## config.mk

```make
export PLATFORM = sky130hd
export DESIGN_NAME = term_cmd_decoder
export DESIGN_NICKNAME = d
export VERILOG_FILES = /design/src/rtl/term_pkg.sv /design/src/rtl/byte_fifo.sv /design/src/rtl/term_cmd_decoder.sv
export SDC_FILE = /design/constraint.sdc
export NUM_CORES = 1
export LEC_CHECK = 0
export CAP_MARGIN = 20
export CORE_ASPECT_RATIO = 1.75
export CORE_MARGIN = 1.5
export CORE_UTILIZATION = 65
export DETAILED_ROUTE_END_ITERATION = 7
export GPL_TIMING_DRIVEN = 0
export PLACE_DENSITY = 0.9
export REMOVE_ABC_BUFFERS = 1
export SYNTH_ARGS = -nofsm -noshare
export SYNTH_HDL_FRONTEND = slang
export SYNTH_HIERARCHICAL = 1
export SYNTH_SLANG_ARGS = --single-unit
```

## constraint.sdc

```tcl
create_clock -name i_Clock -period 7.68 [get_ports i_Clock]
set_input_delay 1.536 -clock i_Clock [delete_from_list [all_inputs] [get_ports i_Clock]]
set_output_delay 1.536 -clock i_Clock [all_outputs]
set_load 0.05 [all_outputs]
```

## src/rtl/term_pkg.sv

```systemverilog
// Shared definitions for the terminal receive path: command opcodes,
// parser state encoding, control byte values and CSI parameter arithmetic.
package term_pkg;

   localparam logic [2:0] CMD_PUTC  = 3'd0;
   localparam logic [2:0] CMD_CR    = 3'd1;
   localparam logic [2:0] CMD_LF    = 3'd2;
   localparam logic [2:0] CMD_BS    = 3'd3;
   localparam logic [2:0] CMD_CUP   = 3'd4;
   localparam logic [2:0] CMD_CLEAR = 3'd5;

   typedef enum logic [1:0] {
      ST_GROUND,
      ST_ESC,
      ST_CSI
   } parseState_e;

   localparam logic [7:0] CH_ESC = 8'h1B;
   localparam logic [7:0] CH_CAN = 8'h18;
   localparam logic [7:0] CH_SUB = 8'h1A;
   localparam logic [7:0] CH_CR  = 8'h0D;
   localparam logic [7:0] CH_LF  = 8'h0A;
   localparam logic [7:0] CH_BS  = 8'h08;

   // P*10 + digit, saturating at 255; anything above 25 already overflows.
   function automatic logic [7:0] paramAccum(input logic [7:0] p, input logic [3:0] digit);
      logic [8:0] acc;
      if (p > 8'd25) begin
         paramAccum = 8'hFF;
      end else begin
         acc = ({1'b0, p} * 9'd10) + {5'b0, digit};
         paramAccum = (acc > 9'd255) ? 8'hFF : acc[7:0];
      end
   endfunction

endpackage

```

## src/rtl/byte_fifo.sv

```systemverilog
// Small synchronous FIFO with wrap-bit pointers. A push on a full FIFO is
// accepted only when a pop happens in the same cycle.
module byte_fifo #(
   parameter int WIDTH = 8,
   parameter int DEPTH = 16
) (
   input  logic             clk_i,
   input  logic             rst_i,
   input  logic             push_i,
   input  logic             pop_i,
   input  logic [WIDTH-1:0] data_i,
   output logic [WIDTH-1:0] data_o,
   output logic             full_o,
   output logic             empty_o
);

   localparam int AW = $clog2(DEPTH);

   logic [AW:0]      wrPtr_q, wrPtr_d;
   logic [AW:0]      rdPtr_q, rdPtr_d;
   logic [WIDTH-1:0] mem_q [DEPTH];
   logic             pushEn;
   logic             popEn;

   assign empty_o = (wrPtr_q == rdPtr_q);
   assign full_o  = (wrPtr_q[AW] != rdPtr_q[AW]) && (wrPtr_q[AW-1:0] == rdPtr_q[AW-1:0]);
   assign popEn   = pop_i && !empty_o;
   assign pushEn  = push_i && (!full_o || popEn);
   assign data_o  = mem_q[rdPtr_q[AW-1:0]];

   always_comb begin
      wrPtr_d = wrPtr_q;
      rdPtr_d = rdPtr_q;
      if (pushEn) wrPtr_d = wrPtr_q + 1'b1;
      if (popEn)  rdPtr_d = rdPtr_q + 1'b1;
   end

   always_ff @(posedge clk_i or posedge rst_i) begin
      if (rst_i) begin
         wrPtr_q <= '0;
         rdPtr_q <= '0;
      end else begin
         wrPtr_q <= wrPtr_d;
         rdPtr_q <= rdPtr_d;
      end
   end

   // Storage needs no reset; emptiness is decided by the pointers alone.
   always_ff @(posedge clk_i) begin
      if (pushEn) mem_q[wrPtr_q[AW-1:0]] <= data_i;
   end

endmodule

```

## src/rtl/term_cmd_decoder.sv

```systemverilog
// Buffers UART receive bytes and parses a VT100 subset into display
// commands presented on a registered valid/ready output.
module term_cmd_decoder
   import term_pkg::*;
#(
   parameter int FIFO_DEPTH = 16
) (
   input  logic       i_Clock,
   input  logic       i_Reset,
   input  logic       i_RX_DV,
   input  logic [7:0] i_RX_Byte,
   input  logic       i_Ready,
   output logic       o_Cmd_Valid,
   output logic [2:0] o_Cmd,
   output logic [7:0] o_Char,
   output logic [7:0] o_Arg0,
   output logic [7:0] o_Arg1,
   output logic       o_Overrun
);

   logic [7:0]  fifoData;
   logic        fifoFull;
   logic        fifoEmpty;
   logic        slotFree;
   logic        pop;

   parseState_e state_q, state_d;
   logic [7:0]  p0_q, p0_d, p1_q, p1_d;
   logic [1:0]  idx_q, idx_d;
   logic        seen0_q, seen0_d, seen1_q, seen1_d;

   logic        valid_q, valid_d;
   logic [2:0]  cmd_q, cmd_d;
   logic [7:0]  char_q, char_d, arg0_q, arg0_d, arg1_q, arg1_d;
   logic        overrun_q, overrun_d;

   logic        emit;
   logic [2:0]  emitCmd;
   logic [7:0]  emitChar, emitArg0, emitArg1;

   assign slotFree = !valid_q || i_Ready;
   assign pop      = !fifoEmpty && slotFree;

   byte_fifo #(
      .WIDTH(8),
      .DEPTH(FIFO_DEPTH)
   ) u_fifo (
      .clk_i  (i_Clock),
      .rst_i  (i_Reset),
      .push_i (i_RX_DV),
      .pop_i  (pop),
      .data_i (i_RX_Byte),
      .data_o (fifoData),
      .full_o (fifoFull),
      .empty_o(fifoEmpty)
   );

   always_comb begin
      state_d   = state_q;
      p0_d      = p0_q;
      p1_d      = p1_q;
      idx_d     = idx_q;
      seen0_d   = seen0_q;
      seen1_d   = seen1_q;
      emit      = 1'b0;
      emitCmd   = CMD_PUTC;
      emitChar  = 8'h00;
      emitArg0  = 8'h00;
      emitArg1  = 8'h00;

      if (pop) begin
         unique case (state_q)
            ST_GROUND: begin
               if (fifoData >= 8'h20 && fifoData <= 8'h7E) begin
                  emit     = 1'b1;
                  emitCmd  = CMD_PUTC;
                  emitChar = fifoData;
               end else if (fifoData == CH_CR) begin
                  emit    = 1'b1;
                  emitCmd = CMD_CR;
               end else if (fifoData == CH_LF) begin
                  emit    = 1'b1;
                  emitCmd = CMD_LF;
               end else if (fifoData == CH_BS) begin
                  emit    = 1'b1;
                  emitCmd = CMD_BS;
               end else if (fifoData == CH_ESC) begin
                  state_d = ST_ESC;
               end
            end
            ST_ESC: begin
               if (fifoData == 8'h5B) begin
                  state_d = ST_CSI;
                  p0_d    = 8'h00;
                  p1_d    = 8'h00;
                  idx_d   = 2'd0;
                  seen0_d = 1'b0;
                  seen1_d = 1'b0;
               end else if (fifoData != CH_ESC) begin
                  state_d = ST_GROUND;
               end
            end
            ST_CSI: begin
               if (fifoData == CH_ESC) begin
                  state_d = ST_ESC;
               end else if (fifoData == CH_CAN || fifoData == CH_SUB) begin
                  state_d = ST_GROUND;
               end else if (fifoData >= 8'h30 && fifoData <= 8'h39) begin
                  if (idx_q == 2'd0) begin
                     p0_d    = paramAccum(p0_q, fifoData[3:0]);
                     seen0_d = 1'b1;
                  end else if (idx_q == 2'd1) begin
                     p1_d    = paramAccum(p1_q, fifoData[3:0]);
                     seen1_d = 1'b1;
                  end
               end else if (fifoData == 8'h3B) begin
                  // Index saturates at 2, meaning "beyond the two tracked params".
                  if (idx_q != 2'd2) idx_d = idx_q + 2'd1;
               end else if (fifoData == 8'h48 || fifoData == 8'h66) begin
                  emit     = 1'b1;
                  emitCmd  = CMD_CUP;
                  emitArg0 = (!seen0_q || p0_q == 8'h00) ? 8'd1 : p0_q;
                  emitArg1 = (!seen1_q || p1_q == 8'h00) ? 8'd1 : p1_q;
                  state_d  = ST_GROUND;
               end else if (fifoData == 8'h4A) begin
                  emit    = seen0_q && (p0_q == 8'd2);
                  emitCmd = CMD_CLEAR;
                  state_d = ST_GROUND;
               end else if (fifoData >= 8'h40 && fifoData <= 8'h7E) begin
                  state_d = ST_GROUND;
               end
            end
            default: state_d = ST_GROUND;
         endcase
      end
   end

   // Output slot: cleared on acceptance, reloaded whenever a decode emits.
   always_comb begin
      valid_d   = valid_q;
      cmd_d     = cmd_q;
      char_d    = char_q;
      arg0_d    = arg0_q;
      arg1_d    = arg1_q;
      overrun_d = overrun_q || (i_RX_DV && fifoFull && !pop);
      if (valid_q && i_Ready) begin
         valid_d = 1'b0;
         cmd_d   = 3'd0;
         char_d  = 8'h00;
         arg0_d  = 8'h00;
         arg1_d  = 8'h00;
      end
      if (emit) begin
         valid_d = 1'b1;
         cmd_d   = emitCmd;
         char_d  = emitChar;
         arg0_d  = emitArg0;
         arg1_d  = emitArg1;
      end
   end

   always_ff @(posedge i_Clock or posedge i_Reset) begin
      if (i_Reset) begin
         state_q   <= ST_GROUND;
         p0_q      <= 8'h00;
         p1_q      <= 8'h00;
         idx_q     <= 2'd0;
         seen0_q   <= 1'b0;
         seen1_q   <= 1'b0;
         valid_q   <= 1'b0;
         cmd_q     <= 3'd0;
         char_q    <= 8'h00;
         arg0_q    <= 8'h00;
         arg1_q    <= 8'h00;
         overrun_q <= 1'b0;
      end else begin
         state_q   <= state_d;
         p0_q      <= p0_d;
         p1_q      <= p1_d;
         idx_q     <= idx_d;
         seen0_q   <= seen0_d;
         seen1_q   <= seen1_d;
         valid_q   <= valid_d;
         cmd_q     <= cmd_d;
         char_q    <= char_d;
         arg0_q    <= arg0_d;
         arg1_q    <= arg1_d;
         overrun_q <= overrun_d;
      end
   end

   assign o_Cmd_Valid = valid_q;
   assign o_Cmd       = cmd_q;
   assign o_Char      = char_q;
   assign o_Arg0      = arg0_q;
   assign o_Arg1      = arg1_q;
   assign o_Overrun   = overrun_q;

endmodule

```

### Yosys cells after proc, flatten, opt, wreduce, memory -nomap -nowiden

Memory sizes are Yosys's and may differ from the RTL's.
Cells that the tools add are included.

* register bits: 61
* latch bits: 0
* memory bits (writable): 128
* memory bits (read-only): 0
* bits of input ports: 12
* output and inout bits: 29
* logic and storage cells: 207
* memories: 1

Memory list
* u_fifo.mem_q: depth 16, width 8, rd ports 1, clocked after memory_dff 0, write ports 1, RTL line byte_fifo.sv:21 `logic [WIDTH-1:0] mem_q [DEPTH];`

* add/sub/neg operators: 5
* multiply operators: 2
* div/mod/pow operators: 0
* order comparisons: 9
* equal/unequal tests: 39
* shift-type cells: 0
* mux-type cells: 103
* bitwise operators: 0
* reduce and logical (&&, ||, !) cells: 34

Operator list (count)
* 8-bit two-way mux: 37
* 2-bit two-way mux: 24
* 8-bit by 7-bit == test with 1-bit output, second input constant: 4
* 2-bit != test, second input constant: 16
* 8-bit one-hot mux with 2 select lines: 2
* 3-bit two-way mux: 9
* 1-bit two-way mux: 25
* 8-bit by 4-bit == test with 1-bit output, second input constant: 3
* 8-bit by 5-bit == test with 1-bit output, second input constant: 3
* 9-bit by 4-bit adder with 9-bit output: 2
* 9-bit by 8-bit > comparator with 1-bit output, second input constant: 2
* 8-bit by 6-bit greater-or-equal comparator with 1-bit output, second input constant: 2
* 8-bit by 5-bit > comparator with 1-bit output, second input constant: 2
* 8-bit logical NOT: 2
* 8-bit by 3-bit multiplier with 8-bit output, second input constant: 2
* 8-bit AND reduction: 2
* 1-bit logical AND: 11
* 5-bit by 1-bit adder with 5-bit output, second input constant: 2
* 10-bit AND reduction: 1
* 8-bit by 2-bit == test with 1-bit output, second input constant: 1
* 8-bit by 6-bit == test with 1-bit output, second input constant: 1
* 8-bit by 7-bit greater-or-equal comparator with 1-bit output, second input constant: 1
* 8-bit by 6-bit <= comparator with 1-bit output, second input constant: 1
* 8-bit by 7-bit <= comparator with 1-bit output, second input constant: 1
* other kinds (19): 36

### Longest topological paths before layout

Gate-level depths: netlist of run 1.

* depth after elaboration: 11
* mapped depth: 14
* depth with buffers taken out: 12

### Hierarchy

Netlist of run 1, hierarchy kept.

Modules (own cells, without submodules)
* byte_fifo: times used 1, cells each 268, area an instance 5624.1 µm², seq. area each 4093.9 µm²
* term_cmd_decoder: times used 1, cells each 372, area an instance 3442.1 µm², seq. area each 1276.2 µm²

### Worst setup path before layout of run 1

OpenSTA, ideal clock, no wires.

* path kind: input to register
* from: in i_Ready
* to: mem u_fifo.mem_q[10][0] (enable)
* setup time: 0.278 ns
* arrival: 3.129 ns
* path slack: 4.274 ns
* cell stages on the path: 7
* path buffers: 2
* path through: nand2b_1 > nand2b_1 > clkbuf_1 > inv_1 > o31a_4 > buf_6 > and3_1

* longest elaborated chain between the ends: 7

Ends and longest elaborated chain
* from (decl): RTL line term_cmd_decoder.sv:12 `input logic i_Ready,`
* 1-bit logical OR: RTL line term_cmd_decoder.sv:41 `assign slotFree = !valid_q || i_Ready;`
* 1-bit logical AND: RTL line term_cmd_decoder.sv:42 `assign pop = !fifoEmpty && slotFree;`
* named net pop: RTL line term_cmd_decoder.sv:25 `logic pop;`
* 1-bit logical AND: RTL line byte_fifo.sv:27 `assign popEn = pop_i && !empty_o;`
* 1-bit logical OR: RTL line byte_fifo.sv:28 `assign pushEn = push_i && (!full_o || popEn);`
* 1-bit logical AND: RTL line byte_fifo.sv:28
* 1-bit two-way mux: RTL line byte_fifo.sv:50 `if (pushEn) mem_q[wrPtr_q[AW-1:0]] <= data_i;`
* 1-bit two-way mux (implied by the code): RTL line byte_fifo.sv:50
* to (decl): RTL line byte_fifo.sv:21

The timed path passes the listed nets, and every way through them passes these cells.

### Final worst setup path of run 1

* from: reg u_fifo.rdPtr_q[1]
* to: reg p1_q[0]

* longest elaborated chain between the ends: 11
* elaborated cells between the ends (all ways): 27
* classes of those cells: add/sub: 1; order compare: 3; eq/ne: 9; mux: 8; reduce/logical: 5; memory: 1

Ends and longest elaborated chain
* from (decl): RTL line byte_fifo.sv:20 `logic [AW:0] rdPtr_q, rdPtr_d;`
* from (signal assigned): RTL line byte_fifo.sv:44 `rdPtr_q <= rdPtr_d;`
* memory 16 x 8 bit (*)
* named net fifoData[1]: RTL line term_cmd_decoder.sv:21 `logic [7:0] fifoData;`
* 9-bit by 4-bit adder with 9-bit output: RTL line term_pkg.sv:31 `acc = ({1'b0, p} * 9'd10) + {5'b0, digit};`
* 9-bit by 8-bit > comparator with 1-bit output: RTL line term_pkg.sv:32 `paramAccum = (acc > 9'd255) ? 8'hFF : acc[7:0];`
* 8-bit two-way mux: RTL line term_pkg.sv:32
* 8-bit two-way mux: RTL line term_pkg.sv:28 `if (p > 8'd25) begin`
* 8-bit two-way mux: RTL line term_cmd_decoder.sv:112 `end else if (idx_q == 2'd1) begin`
* 8-bit two-way mux: RTL line term_cmd_decoder.sv:109 `if (idx_q == 2'd0) begin`
* 8-bit two-way mux: RTL line term_cmd_decoder.sv:108 `end else if (fifoData >= 8'h30 && fifoData <= 8'h39) begin`
* 8-bit two-way mux: RTL line term_cmd_decoder.sv:106 `end else if (fifoData == CH_CAN || fifoData == CH_SUB) begin`
* 8-bit two-way mux: RTL line term_cmd_decoder.sv:104 `if (fifoData == CH_ESC) begin`
* 8-bit one-hot mux with 2 select lines: RTL line term_cmd_decoder.sv:72 `unique case (state_q)`
* to (signal assigned): RTL line term_cmd_decoder.sv:179 `p1_q <= p1_d;`
* to (decl): RTL line term_cmd_decoder.sv:28 `logic [7:0] p0_q, p0_d, p1_q, p1_d;`

The timed path passes the listed nets; every way through them passes the cells marked *. The select of a mux whose other input is x is not followed.
A chain may end at the register's enable or synchronous reset.

==> results.md, run 1 <==
- The flow ran to the end, and the final reports show no timing, DRC or antenna violations.
- After detailed routing, the number of remaining DRC violations is 0.
- For this block, the via count after detailed routing is 5511.
- Synthesis produced a netlist whose cell count is 640.
- The proportion of total power due to net switching is 39.4%.
- The filler cell count is 773.
- The multi-input combinational cells in the finished layout cover a total of 0.00342 mm^2.
- The total iterations of the first detailed-routing run is 5.
- By startpoint and endpoint, the worst setup path is classified as flop to flop.
- The area of the core is 0.0135 mm^2.
- For this run, the leading register cell type out of synthesis is edfxtp_1.
- The post-synthesis instance area is 0.00907 mm^2.
- The share of total power dissipated in combinational logic is 39.4%.
- The final worst clock skew is 9.12 ps.
- For this run, the top clock speed supported by timing is 0.230 GHz.
- Along the worst hold path, the cell count comes to 1.
- For the worst setup path, the data required time is 7950 ps.
- For the worst-skew pair, the clock arrives at the later sink with an insertion delay of 430 ps.
- The source of the critical timing path is u_fifo/rdPtr_q[1]$_DFFE_PP0P_.
- The critical path endpoint is p1_q[0]$_DFFE_PP0P_.
- The initialized floorplan defines 56 standard-cell rows.
- Port buffering added 40 buffers.
- The max-slew violation total from the final report is 0.
- Dividing the detail-routed wire length by the instance count gives 21.2 um.
- The number of CTS-inserted buffers is 17.
- The path category of the worst min-delay check is flop to flop.
- The initial antenna violation count is 0.
- The clock tree from TritonCTS is done.
- The maximum number of pins on one net before global-route repair is 39.
- The number of different library cells in the post-synthesis netlist is 71.
- The area added between synthesis and finish is 12.6%.
- The count of synthesis-stage warnings from yosys is 6.
- In this run the static leakage power is 3.87 nW.
- Data on the critical path arrives at its endpoint at 4620 ps.
- Once placement finished, the instance area stood at 0.00956 mm^2.
- Clock tree synthesis found a total of 189 sinks.
- The placer congestion estimate is 0.903.
- The internal portion of total power is 2.27 mW.
- The number of maximum-capacitance constraint violations is 0.
- Along the worst path, the maximum fanout reaches 36.
- Per report_power, the clock group accounts for 24.5% of the total.
- The number of endpoints with negative hold slack in the final report is 0.
- In this run, synthesis inferred 128 flip-flops with an integrated enable.
- The startpoint identified for the worst register-to-register timing path is u_fifo/rdPtr_q[1]$_DFFE_PP0P_.
- In the final timing run, aggregate negative setup slack is 0 ps.
- The number of buffers added for setup after CTS is 0.
- The setup check on the worst reg-to-reg path leaves a slack of 3330 ps.
- The worst voltage drop across the vdd grid is 0.239 mV.
- Setup violations remaining at the end of the flow were counted as 0.
- The floorplan step set the die height to 159 um.
- The cell sitting at the root of the clock tree is a clkbuf_16.
- The endpoint identified for the worst register-to-register timing path is p1_q[0]$_DFFE_PP0P_.
- The final layout contains routed wiring with a total length of 18300 um.
- The number of nets in the final layout is 723.
- The first global-routing pass estimated 30200 um of wire.
- The per-cell via count in the routed design is 6.39.
- The die footprint is 0.0147 mm^2.
- In the final layout, flip-flops and latches occupy 0.00537 mm^2.
- The number of global-route vias before repair came to 5969.
- The die is 92.3 um wide.
- The longest clock path from root to sink contains 2 buffers.
- The post-CTS clock slew at the launch and capture registers of the worst setup and hold paths is 80 ps.
- The detail route stage leaves a number of antenna-violating nets equal to 0.
- The average size of a mapped cell is 14.2 um^2.
- Subtracting the final worst setup slack from the clock period gives 4350 ps.
- Sequential cells burn 36.1% of the power.
- The slew at the pin with the worst max-slew slack is 1010 ps.
- Of all flip-flops after synthesis, the portion carrying an async set or reset was 32.3%.
- The detailed router's first-iteration violation count is 297.
- The detailed-placement wirelength estimate is 12900 um.
- The worst slew margin relative to its limit is 32.7%.
- Once the clock tree was built, the resizer swapped 0 gates to a different size.
- Counting cells, the worst reg-to-reg path comes to 9.
- Setup repair after global routing left no endpoint under its margin.
- The final critical-path share of the clock period is 56.6%.
- Global routing used 27.1% of the available tracks across all layers.
- Of the synthesized area, sequential elements account for 59.2%.
- The post-route netlist has 14.0% of its cells at a drive strength greater than 1.
- The total congestion overflow after global routing is 0.
- The count of hold buffers inserted by post-cts repair is 0.
- The number of antenna repair diodes is 0.
- The synthesized flop and latch total is 189.
- The net switching power is 1.48 mW.
- The nature of the critical path endpoint is a flop.
- Once the floorplan was initialized, standard cells occupied 67.0% of the core.
- For this design the ratio of total power to cell area is 367 mW/mm^2.
- Once layout is done, the placed cells without fillers occupy 0.0102 mm^2.
- During I/O placement, the number of pins put on the boundary was 41.
- CTS built an H-tree with a depth of 4.
- The nature of the critical path startpoint is a flop.
## Yosys cell counts (all sizes together), types with 9 or more instances
cell / count / area, um^2
o21ai: 34 / 170
o31ai: 13 / 113
nand3: 32 / 160
nand2: 54 / 205
a22oi: 16 / 120
nor2: 20 / 75.1
clkbuf: 9 / 33.8
xnor2: 24 / 293
dfrtp: 61 / 1530
mux4: 32 / 721
and3: 18 / 113
edfxtp: 128 / 3840
ha: 32 / 400
nor2b: 12 / 77.6
a21oi: 13 / 65.1
inv: 24 / 90.1
buf: 19 / 156
## kinds of logic (layout without fill, tap and decap cells)
group / Yosys count / count (layout) / synth area share, %
buf+inv: 52 / 100 / 3.09
fa+ha+maj: 36 / 36 / 5.30
flops: 189 / 189 / 59.2
simple gates: 186 / 186 / 11.0
xor+xnor: 32 / 32 / 4.00
compound gates: 109 / 109 / 8.94
mux: 36 / 36 / 8.47
## worst max-delay path, cell delays in order (launching register included)
cell and delay, ps:
dfrtp_2 1000, mux4_2 390, a22oi_1 90, nand2_1 460, nand4_1 280, or4_1 650, a221oi_4 670, nand2_1 350
o21ai_1 210, a31oi_1 70
## power groups by stage
| stage | clock network (mW) | registers, mW | logic, mW |
|---|---|---|---|
| after floorplan | 0 | 1.40 | 1.01 |
| after global placement | 0 | 1.40 | 1.32 |
| after detailed placement | 0 | 1.37 | 1.44 |
| after CTS | 0.930 | 1.35 | 1.47 |
| after global routing | 0.972 | 1.37 | 1.60 |
| final | 0.918 | 1.35 | 1.48 |
## registers in the layout, summed over array words and instances (netlist names), 2 cells and up
name and count:
p0_q 8, idx_q 2, o_Char 8, state_q 2
o_Arg1 8, u_fifo/rdPtr_q 5, o_Arg0 8, o_Cmd 3
p1_q 8, u_fifo/mem_q 128, u_fifo/wrPtr_q 5
## cell usage in the layout, fill, tap and decap left out, drive strengths merged, types with 16 or more instances in the layout
cell and instances:
ha 32, xnor2 24, nand3 32, nor2 20
clkdlybuf4s50 40, clkbuf 17, mux4 32, a22oi 16
o21ai 34, dfrtp 61, and3 18, nand2 54
inv 33, edfxtp 128
## layer usage
layer / global-route usage, % / vias to the layer above / wire length, um
met5: 0 / - / 0
met4: 14.7 / 0 / 865
met3: 4.73 / 69 / 691
met2: 48.7 / 204 / 10200
met1: 30.0 / 2730 / 6530
li1: - / 2508 / -
## stage by stage
step	cells	util, %	hold slack, ps	total power, mW	setup WS, ps
2_1_floorplan	612	-	462	2.42	2930
3_3_place_gp	826	70.2	450	2.71	1840
3_5_place_dp	830	70.7	461	2.81	3410
4_1_cts	862	75.5	486	3.75	3410
5_1_grt	862	75.5	529	3.94	3050
6_report	862	75.5	484	3.75	3330
## worst min path at each step
stage,startpoint,end
global placement,o_Overrun$_DFF_PP0_,o_Overrun$_DFF_PP0_
floorplan,u_fifo/wrPtr_q[4]$_DFFE_PP0P_,u_fifo/wrPtr_q[4]$_DFFE_PP0P_
CTS,o_Overrun$_DFF_PP0_,o_Overrun$_DFF_PP0_
detailed placement,o_Overrun$_DFF_PP0_,o_Overrun$_DFF_PP0_
global route,o_Overrun$_DFF_PP0_,o_Overrun$_DFF_PP0_
finish,o_Overrun$_DFF_PP0_,o_Overrun$_DFF_PP0_
## cell type report
class                   instances  share of cell area (%)
clock inverters                15                    2.17
flip-flops and latches        189                    52.6
inverters                      24                   0.882
multi-input cells             399                    33.5
clock buffers                  17                    4.17
repair buffers                 44                    4.56
well taps                     174                    2.13
Note: power is estimated with default switching activity, not from simulation.
==> inputs of run 2 (changes only) <==
CORE_UTILIZATION = 61   (was 65)
PLACE_DENSITY = 0.85   (was 0.9)
clock period = 4.5 ns   (was 7.68 ns; I/O delays follow)
==> run 2 against run 1 <==
Net effect: the flow now finishes with violations (design-rule violations); combinational power up 76%; die area grew 6.4%; worst setup slack worse by 3100 ps; total power increased by 71%; first-iteration DRC count is 4.4% higher; core utilization decreased by 4.7 points; count of clock-buffer cells in the layout did not move; register-to-register slack got worse by 3100 ps; sequential share of layout area hardly changed; design area about the same; non-clock buffer count is 3 higher; critical path type unchanged.
==> results.md, run 2 (same netlist as run 1, synthesis figures left out) <==
- The average wire per standard cell is 21.5 um (+1.4%).
- The flop-to-flop setup slack is 250 ps (-3090 ps).
- The total power consumption of the routed design is 6.41 mW (+71%).
- The critical setup path kind is flop to flop.
- The die width was 95.2 um (+3.1%).
- The area added between synthesis and finish is 12.7% (about the same).
- The maximum frequency from static timing analysis is 0.235 GHz (+2.1%).
- The combinational fraction of design power is 40.6% (+1.2 points).
- The final critical-path share of the clock period is 94.6% (+38 points).
- The number of placed I/O pins is 41 (unchanged).
- The routed wire length is 18800 um (+2.6%).
- The number of routed nets with antenna violations was 0 (unchanged).
- The die footprint was 0.0156 mm^2 (+6.4%).
- The critical-path cell with the highest stage delay is dfrtp_2.
- The largest buffer count on any clock path came to 2 (unchanged).
- Broken down by cell family, the worst path's largest delay share belongs to compound AO/OA/AOI/OAI gates.
- The worst setup slack after layout came to 245 ps (-3090 ps).
- The worst voltage drop across the vdd grid is 0.385 mV (+61%).
- The endpoint of the worst hold-timing path is o_Overrun$_DFF_PP0_.
- The number of antenna repair diodes is 0 (unchanged).
- The delay of the slowest critical-path stage was 1010 ps (about the same).
- The endpoint identified for the worst register-to-register timing path is o_Arg0[1]$_DFFE_PP0P_.
- The largest fanout on the critical path is 36 (unchanged).
- The final critical path time including I/O delays and setup is 4250 ps (-90.9 ps).
- The total met3 wirelength after detailed routing came to 641 um (-7.2%).
- The setup-violating endpoint count in the final report is 0 (unchanged).
- The max-slew violation total from the final report came to 0 (unchanged).
- The total iterations of the first detailed-routing run was 7 (+2).
- The vertical extent of the die is 164 um (+3.2%).
- The count of input and output buffers came to 40 (unchanged).
- The power per cell area is 627 mW/mm^2 (+71%).
- The proportion of layout cells with a drive suffix above 1 was 14.5% (+0.50 points).
- The number of maximum-capacitance constraint violations is 0 (unchanged).
- The clock insertion delay at the later pin of the skew report is 430 ps (about the same).
- The area of the core is 0.0144 mm^2 (+6.8%).
- The first-pass GRT wire length is 30300 um (+0.21%).
- The total congestion overflow after global routing is 0 (unchanged).
- The nature of the critical path startpoint is a flop.
- The final routed DRC violation total is 1 (+1).
- The filler cell count is 900 (+16%).
- The post-CTS clock slew at the launch and capture registers of the worst setup and hold paths is 80 ps (about the same).
- The per-cell via count in the routed design came to 6.41 (+0.29%).
- Clock tree synthesis selected as its root buffer the cell clkbuf_16.
- The area used by sequential logic in the layout is 0.00538 mm^2 (about the same).
- The detailed router's first-iteration violation count is 310 (+4.4%).
- The endpoint arrival time on the critical path came to 4590 ps (-30 ps).
- The final worst clock skew is 14.4 ps (+5.25 ps).
- The worst slew margin relative to its limit is 33.2% (+0.53 points).
- The source of the worst register-to-register timing path is u_fifo/rdPtr_q[1]$_DFFE_PP0P_.
- The detailed-placement wirelength estimate is 12800 um (-0.39%).
- The minimum setup slack after placement came to 34.4 ps (-3380 ps).
- The utilization of the core after routing is 70.8% (-4.7 points).
- The critical path goes through mux4_2 > a22oi_1 > nand2_1 > or4_1 > o31ai_1 > a21oi_1 > a31oi_2 > nand3_1 > o31ai_1.
- The final reports fail on design-rule violations.
- The most critical setup path has its startpoint at u_fifo/rdPtr_q[1]$_DFFE_PP0P_.
- The top layer used by detailed routing is met4.
- The hold-critical path depth was 1 (unchanged).
- The proportion of total power due to net switching was 39.3% (-0.085 points).
- The hold path startpoint is o_Overrun$_DFF_PP0_.
- The routed via count is 5591 (+1.5%).
- The slew at the pin with the worst max-slew slack was 1000 ps (-7.87 ps).
- The total area of multi-input combinational cells is 0.00343 mm^2 (+0.37%).
- The number of nets in the final layout is 727 (+0.55%).
- The buffering stage count on the worst path with inverters included is 0 (unchanged).
- In the layout the commonest cells are edfxtp_1 (128), dfrtp_1 (59), nand2_1 (53), clkdlybuf4s50_1 (40).
- The maximum number of pins on one net before global-route repair is 38 (-2.6%).
- The data required time of the critical path came to 4840 ps (-3110 ps).
- The met2 wire length came to 10800 um (+5.6%).
- The cell leakage power is 3.87 nW (about the same).
- The number of endpoints with negative hold slack in the final report is 0 (unchanged).
- The commonest non-fill, non-tap cell in the layout is edfxtp_1.
- The aggregate global-route resource usage is 26.1% (-1.1 points).
- The post-route met1 wirelength is 6770 um (+3.6%).
- Setup repair after global routing left no endpoint under its margin.
- The number of logic stages on the critical path including buffering is 9 (unchanged).
- The internal portion of total power is 3.89 mW (+71%).
- The setup total negative slack is 0 ps (unchanged).
- The path category of the worst min-delay check is flop to flop.
- The number of CTS-inserted buffers was 17 (unchanged).
- The sequential cell fraction of total power came to 36.1% (about the same).
- The initial antenna violation count is 0 (unchanged).
- The worst setup path is captured at a flop.
- The cell count after placement is 836 (+0.72%).
- The effective utilization at floorplan came to 62.8% (-4.3 points).
- The part of the total power dissipated in the clock network is 23.3% (-1.2 points).
- The cell repeated most along the worst path is o31ai_1.
- The sink count of the clock tree is 189 (unchanged).
- The run finished, with violations left.
- The H-tree depth is 4 (unchanged).
- The number of rows created at floorplan was 58 (+3.6%).
- The clock tree from TritonCTS is done.
- The placer congestion estimate is 0.880 (-2.5%).
- The final cell count without fillers was 872 (+1.2%).
- The count of hold buffers inserted by post-cts repair came to 0 (unchanged).
- The cell count of the worst reg-to-reg path is 9 (unchanged).
- The net switching power is 2.52 mW (+71%).
- The number of global-route vias before repair came to 5910 (-0.99%).
- The flip-flop count of the largest register, all copies and words added is 128 (unchanged).
==> run 2: cell count changes in the layout (fill, tap and decap cells not counted), sizes merged <==
cell	previous run	this run
inv	33	32
clkinv	6	5
a31oi	7	8
clkinvlp	0	2
buf	4	7
==> run 2: metal layers <==
metal  up-vias  GRT usage, %
met5         -             0
met2       196          47.8
met3        46          3.84
met4         0          11.2
met1      2824          29.3
li1       2525             -
==> run 2: cell type report <==
type	instances	area share (%)
clock buffers	17	4.16
well taps	180	2.20
clock inverters	15	1.75
multi-input cells	400	33.5
repair buffers	47	4.85
inverters	24	0.882
flip-flops and latches	189	52.6
==> run 2: worst reg2reg max path, delay by kind of cell (launching register included) <==
family,cells,cell delay (ps)
compound gates,5,1500
simple gates,3,1190
flops,1,1010
mux,1,460
==> run 2: timing repair <==
| action | in CTS | in global routing |
|---|---|---|
| buffers inserted | 0 | 3 |
| setup endpoints to repair | 0 | 35 |
| gates resized for setup | 0 | 1 |
==> run 2: stage by stage <==
stage          area (um^2)  hold WS [ps]
4_1_cts              10200           484
5_1_grt              10200           509
3_3_place_gp          9500           455
2_1_floorplan         8880           462
3_5_place_dp          9580           464
6_report             10200           486
==> run 2: worst max path at each step <==
stage          slack, ps                    end
6_report             250  o_Arg0[1]$_DFFE_PP0P_
3_5_place_dp          30  o_Arg1[1]$_DFFE_PP0P_
5_1_grt               60  o_Arg0[1]$_DFFE_PP0P_
4_1_cts                7  o_Char[4]$_DFFE_PP0P_
3_3_place_gp       -1350  o_Arg0[2]$_DFFE_PP0P_
2_1_floorplan       -250  o_Arg0[3]$_DFFE_PP0P_
==> run 2: power by group through the flow <==
stage	Sequential (mW)	Combinational (mW)	Clock (mW)
after CTS	2.31	2.54	1.52
after detailed placement	2.35	2.50	0
after floorplan	2.40	1.73	0
after global routing	2.34	2.79	1.58
after global placement	2.38	2.26	0
final	2.31	2.60	1.49
==> inputs of run 3 (changes only) <==
CTS_CLUSTER_SIZE = 12   (was unset)
SETUP_SLACK_MARGIN = 0.5   (was unset)
==> run 3 against run 2 <==
Net effect: the flow now finishes without violations; core utilization grew 0.49 points; sequential share of layout area shrank 0.33 points; total power grew 1.3%; register-to-register slack improved by 390 ps; non-clock buffer count up 4; sequential cell count stayed put; via count rose by 0.73%; global-route usage increased by 0.33 points; routed wire length is 0.89% higher; worst hold slack better by 2.0 ps; design area increased by 0.69%; critical path depth is 2 higher; largest power group unchanged.
==> results.md, run 3 (same netlist as run 1, synthesis figures left out) <==
- The area of the core came to 0.0144 mm^2 (unchanged).
- The net switching power is 2.55 mW (+1.5%).
- Grouping stages by cell kind, the critical path spends the most delay in compound AO/OA/AOI/OAI gates.
- The worst voltage drop across the vdd grid came to 0.386 mV (+0.14%).
- The first-pass GRT wire length is 30700 um (+1.3%).
- The cell count of the worst reg-to-reg path is 11 (+2).
- The data required time of the critical path is 4830 ps (about the same).
- The total non-filler cell area in the finished layout is 0.0103 mm^2 (+0.69%).
- The number of nets in the final layout is 731 (+0.55%).
- The number of antenna repair diodes is 0 (unchanged).
- The flop-to-flop setup slack was 640 ps (+390 ps).
- The routed via count is 5632 (+0.73%).
- The number of logic stages on the critical path including buffering is 11 (+2).
- The initial antenna violation count is 0 (unchanged).
- The nature of the critical path startpoint is a flop.
- The number of rows created at floorplan is 58 (unchanged).
- The signal on the critical path passes through buf_12 > mux4_2 > a22oi_1 > nand2_1 > or4_1 > o31ai_1 > a21oi_2 > a31oi_4 > buf_16 > nand3_1 > o31ai_1.
- The root buffer cell is clkbuf_16.
- The count of hold buffers inserted by post-cts repair is 0 (unchanged).
- The vertical extent of the die is 164 um (unchanged).
- The total iterations of the first detailed-routing run is 7 (unchanged).
- The post-CTS clock slew at the launch and capture registers of the worst setup and hold paths is 80 ps (about the same).
- The internal portion of total power is 3.94 mW (+1.2%).
- The largest fanout on the critical path was 32 (-11%).
- The aggregate global-route resource usage is 26.4% (+0.33 points).
- The average wire per standard cell is 21.6 um (+0.43%).
- The H-tree depth came to 4 (unchanged).
- The number of routed nets with antenna violations is 0 (unchanged).
- In this run the critical register-to-register path is captured at o_Arg1[1]$_DFFE_PP0P_.
- The largest buffer count on any clock path was 2 (unchanged).
- The effective utilization at floorplan is 62.8% (unchanged).
- The total congestion overflow after global routing is 0 (unchanged).
- The number of placed I/O pins is 41 (unchanged).
- The die footprint is 0.0156 mm^2 (unchanged).
- The final critical path time including I/O delays and setup is 3860 ps (-391 ps).
- The detailed router's first-iteration violation count is 359 (+16%).
- The source of the critical timing path is u_fifo/rdPtr_q[0]$_DFFE_PP0P_.
- The number of global-route vias before repair is 5977 (+1.1%).
- The placer congestion estimate is 0.880 (unchanged).
- The path class of the tightest hold or removal check is flop to flop.
- The instance area at placement is 0.00958 mm^2 (unchanged).
- The critical path is of the flop to flop type.
- The combinational fraction of design power came to 41.7% (+1.1 points).
- Leaving out fill and tap cells, the most frequent cell in the layout is edfxtp_1.
- The final worst clock skew came to 13.1 ps (-1.24 ps).
- The per-cell via count in the routed design is 6.43 (+0.27%).
- The sequential cell fraction of total power is 35.3% (-0.8 points).
- The number of maximum-capacitance constraint violations was 0 (unchanged).
- The worst slew margin relative to its limit is 35.2% (+1.9 points).
- The maximum number of pins on one net before global-route repair is 38 (unchanged).
- The power per cell area is 631 mW/mm^2 (+0.62%).
- The part of the total power dissipated in the clock network is 23.0% (-0.3 points).
- The clock tree from TritonCTS is done.
- In this run the critical register-to-register path is launched from u_fifo/rdPtr_q[0]$_DFFE_PP0P_.
- The area growth from synthesis to layout is 13.5%.
- The delay of the slowest critical-path stage is 640 ps (-370 ps).
- The number of endpoints with negative hold slack in the final report is 0 (unchanged).
- The number of CTS-inserted buffers was 17 (unchanged).
- The max-slew violation total from the final report came to 0 (unchanged).
- Among the stages of the critical path, the cell type that occurs most often is o31ai_1.
- Leaving out fill and tap cells, the most frequent cells in the layout are edfxtp_1 (128), dfrtp_1 (59), nand2_1 (52), clkdlybuf4s50_1 (40).
- The proportion of layout cells with a drive suffix above 1 is 15.5% (+1.1 points).
- The cell leakage power is 3.90 nW (+0.80%).
- The total power consumption of the routed design is 6.49 mW (+1.3%).
- The endpoint arrival time on the critical path came to 4190 ps (-400 ps).
- The proportion of total power due to net switching was 39.3% (+0.061 points).
- The setup-violating endpoint count in the final report is 0 (unchanged).
- The run finished with clean final reports.
- The buffering stage count on the worst path with inverters included is 2 (+2).
- Following the worst setup path forward leads to its endpoint at o_Arg1[1]$_DFFE_PP0P_.
- The critical-path cell with the highest stage delay is or4_1.
- The nature of the critical path endpoint is a flop.
- The maximum frequency from static timing analysis is 0.259 GHz (+10%).
- The worst hold slack was 488 ps (+2.03 ps).
- The die width came to 95.2 um (unchanged).
- The final critical-path share of the clock period came to 85.9% (-8.7 points).
- The flip-flop count of the largest register, all copies and words added is 128 (unchanged).
- The clock insertion delay at the later pin of the skew report is 430 ps (about the same).
- The detailed-placement wirelength estimate is 12800 um (unchanged).
- Setup repair after global routing could not meet its margin everywhere.
- The routed wire length is 18900 um (+0.89%).
- The count of input and output buffers is 40 (unchanged).
- The sink count of the clock tree is 189 (unchanged).
- The slew at the pin with the worst max-slew slack is 970 ps (-29.1 ps).
- The final routed DRC violation total is 0 (-1).
==> run 3: stage by stage <==
| step | TNS, ps | worst slack, ps | utilization (%) | std cells |
|---|---|---|---|---|
| after global routing | 0 | 472 | 71.2 | 876 |
| after global placement | -65050 | -1350 | 65.8 | 832 |
| after detailed placement | 0 | 34.4 | 66.3 | 836 |
| after CTS | 0 | 474 | 70.9 | 871 |
| final | 0 | 636 | 71.2 | 876 |
| after floorplan | -6000 | -248 | - | 612 |
==> run 3: final cells by class <==
type,count,area [um^2]
Sequential cell,189,5380
Fill cell,889,4150
Multi-Input combinational cell,400,3470
Timing Repair Buffer,51,526
Clock buffer,17,425
Tap cell,180,225
Clock inverter,15,179
Inverter,24,90.1
==> run 3: repair_timing <==
item,in CTS,in global routing
hold endpoints to repair,0,0
cloned,1,0
buffers inserted,2,5
endpoints found under the setup margin,44,42
pin swaps,2,1
gates resized for setup,6,2
==> run 3: power groups by stage <==
stage	registers, mW	logic [mW]	clock network [mW]
CTS	2.31	2.61	1.52
detailed placement	2.35	2.50	0
global placement	2.38	2.26	0
finish	2.29	2.71	1.50
floorplan	2.40	1.73	0
global route	2.31	2.89	1.58
==> run 3: routing by layer <==
metal,share of wire (%),global-route usage (%),vias to the layer above
li1,-,-,2526
met4,3.3,11.9,0
met3,4.3,3.84,56
met1,35,29.4,2821
met5,0,0,-
met2,57,48.4,229
==> run 3: worst min path at each step <==
stage                                        from                       endpoint  slack, ps  cells after the start
floorplan           u_fifo/wrPtr_q[4]$_DFFE_PP0P_  u_fifo/wrPtr_q[4]$_DFFE_PP0P_        460                      1
global placement              o_Overrun$_DFF_PP0_            o_Overrun$_DFF_PP0_        450                      1
detailed placement            o_Overrun$_DFF_PP0_            o_Overrun$_DFF_PP0_        460                      1
CTS                           o_Overrun$_DFF_PP0_            o_Overrun$_DFF_PP0_        480                      1
finish                        o_Overrun$_DFF_PP0_            o_Overrun$_DFF_PP0_        490                      1
global route                  o_Overrun$_DFF_PP0_            o_Overrun$_DFF_PP0_        510                      1
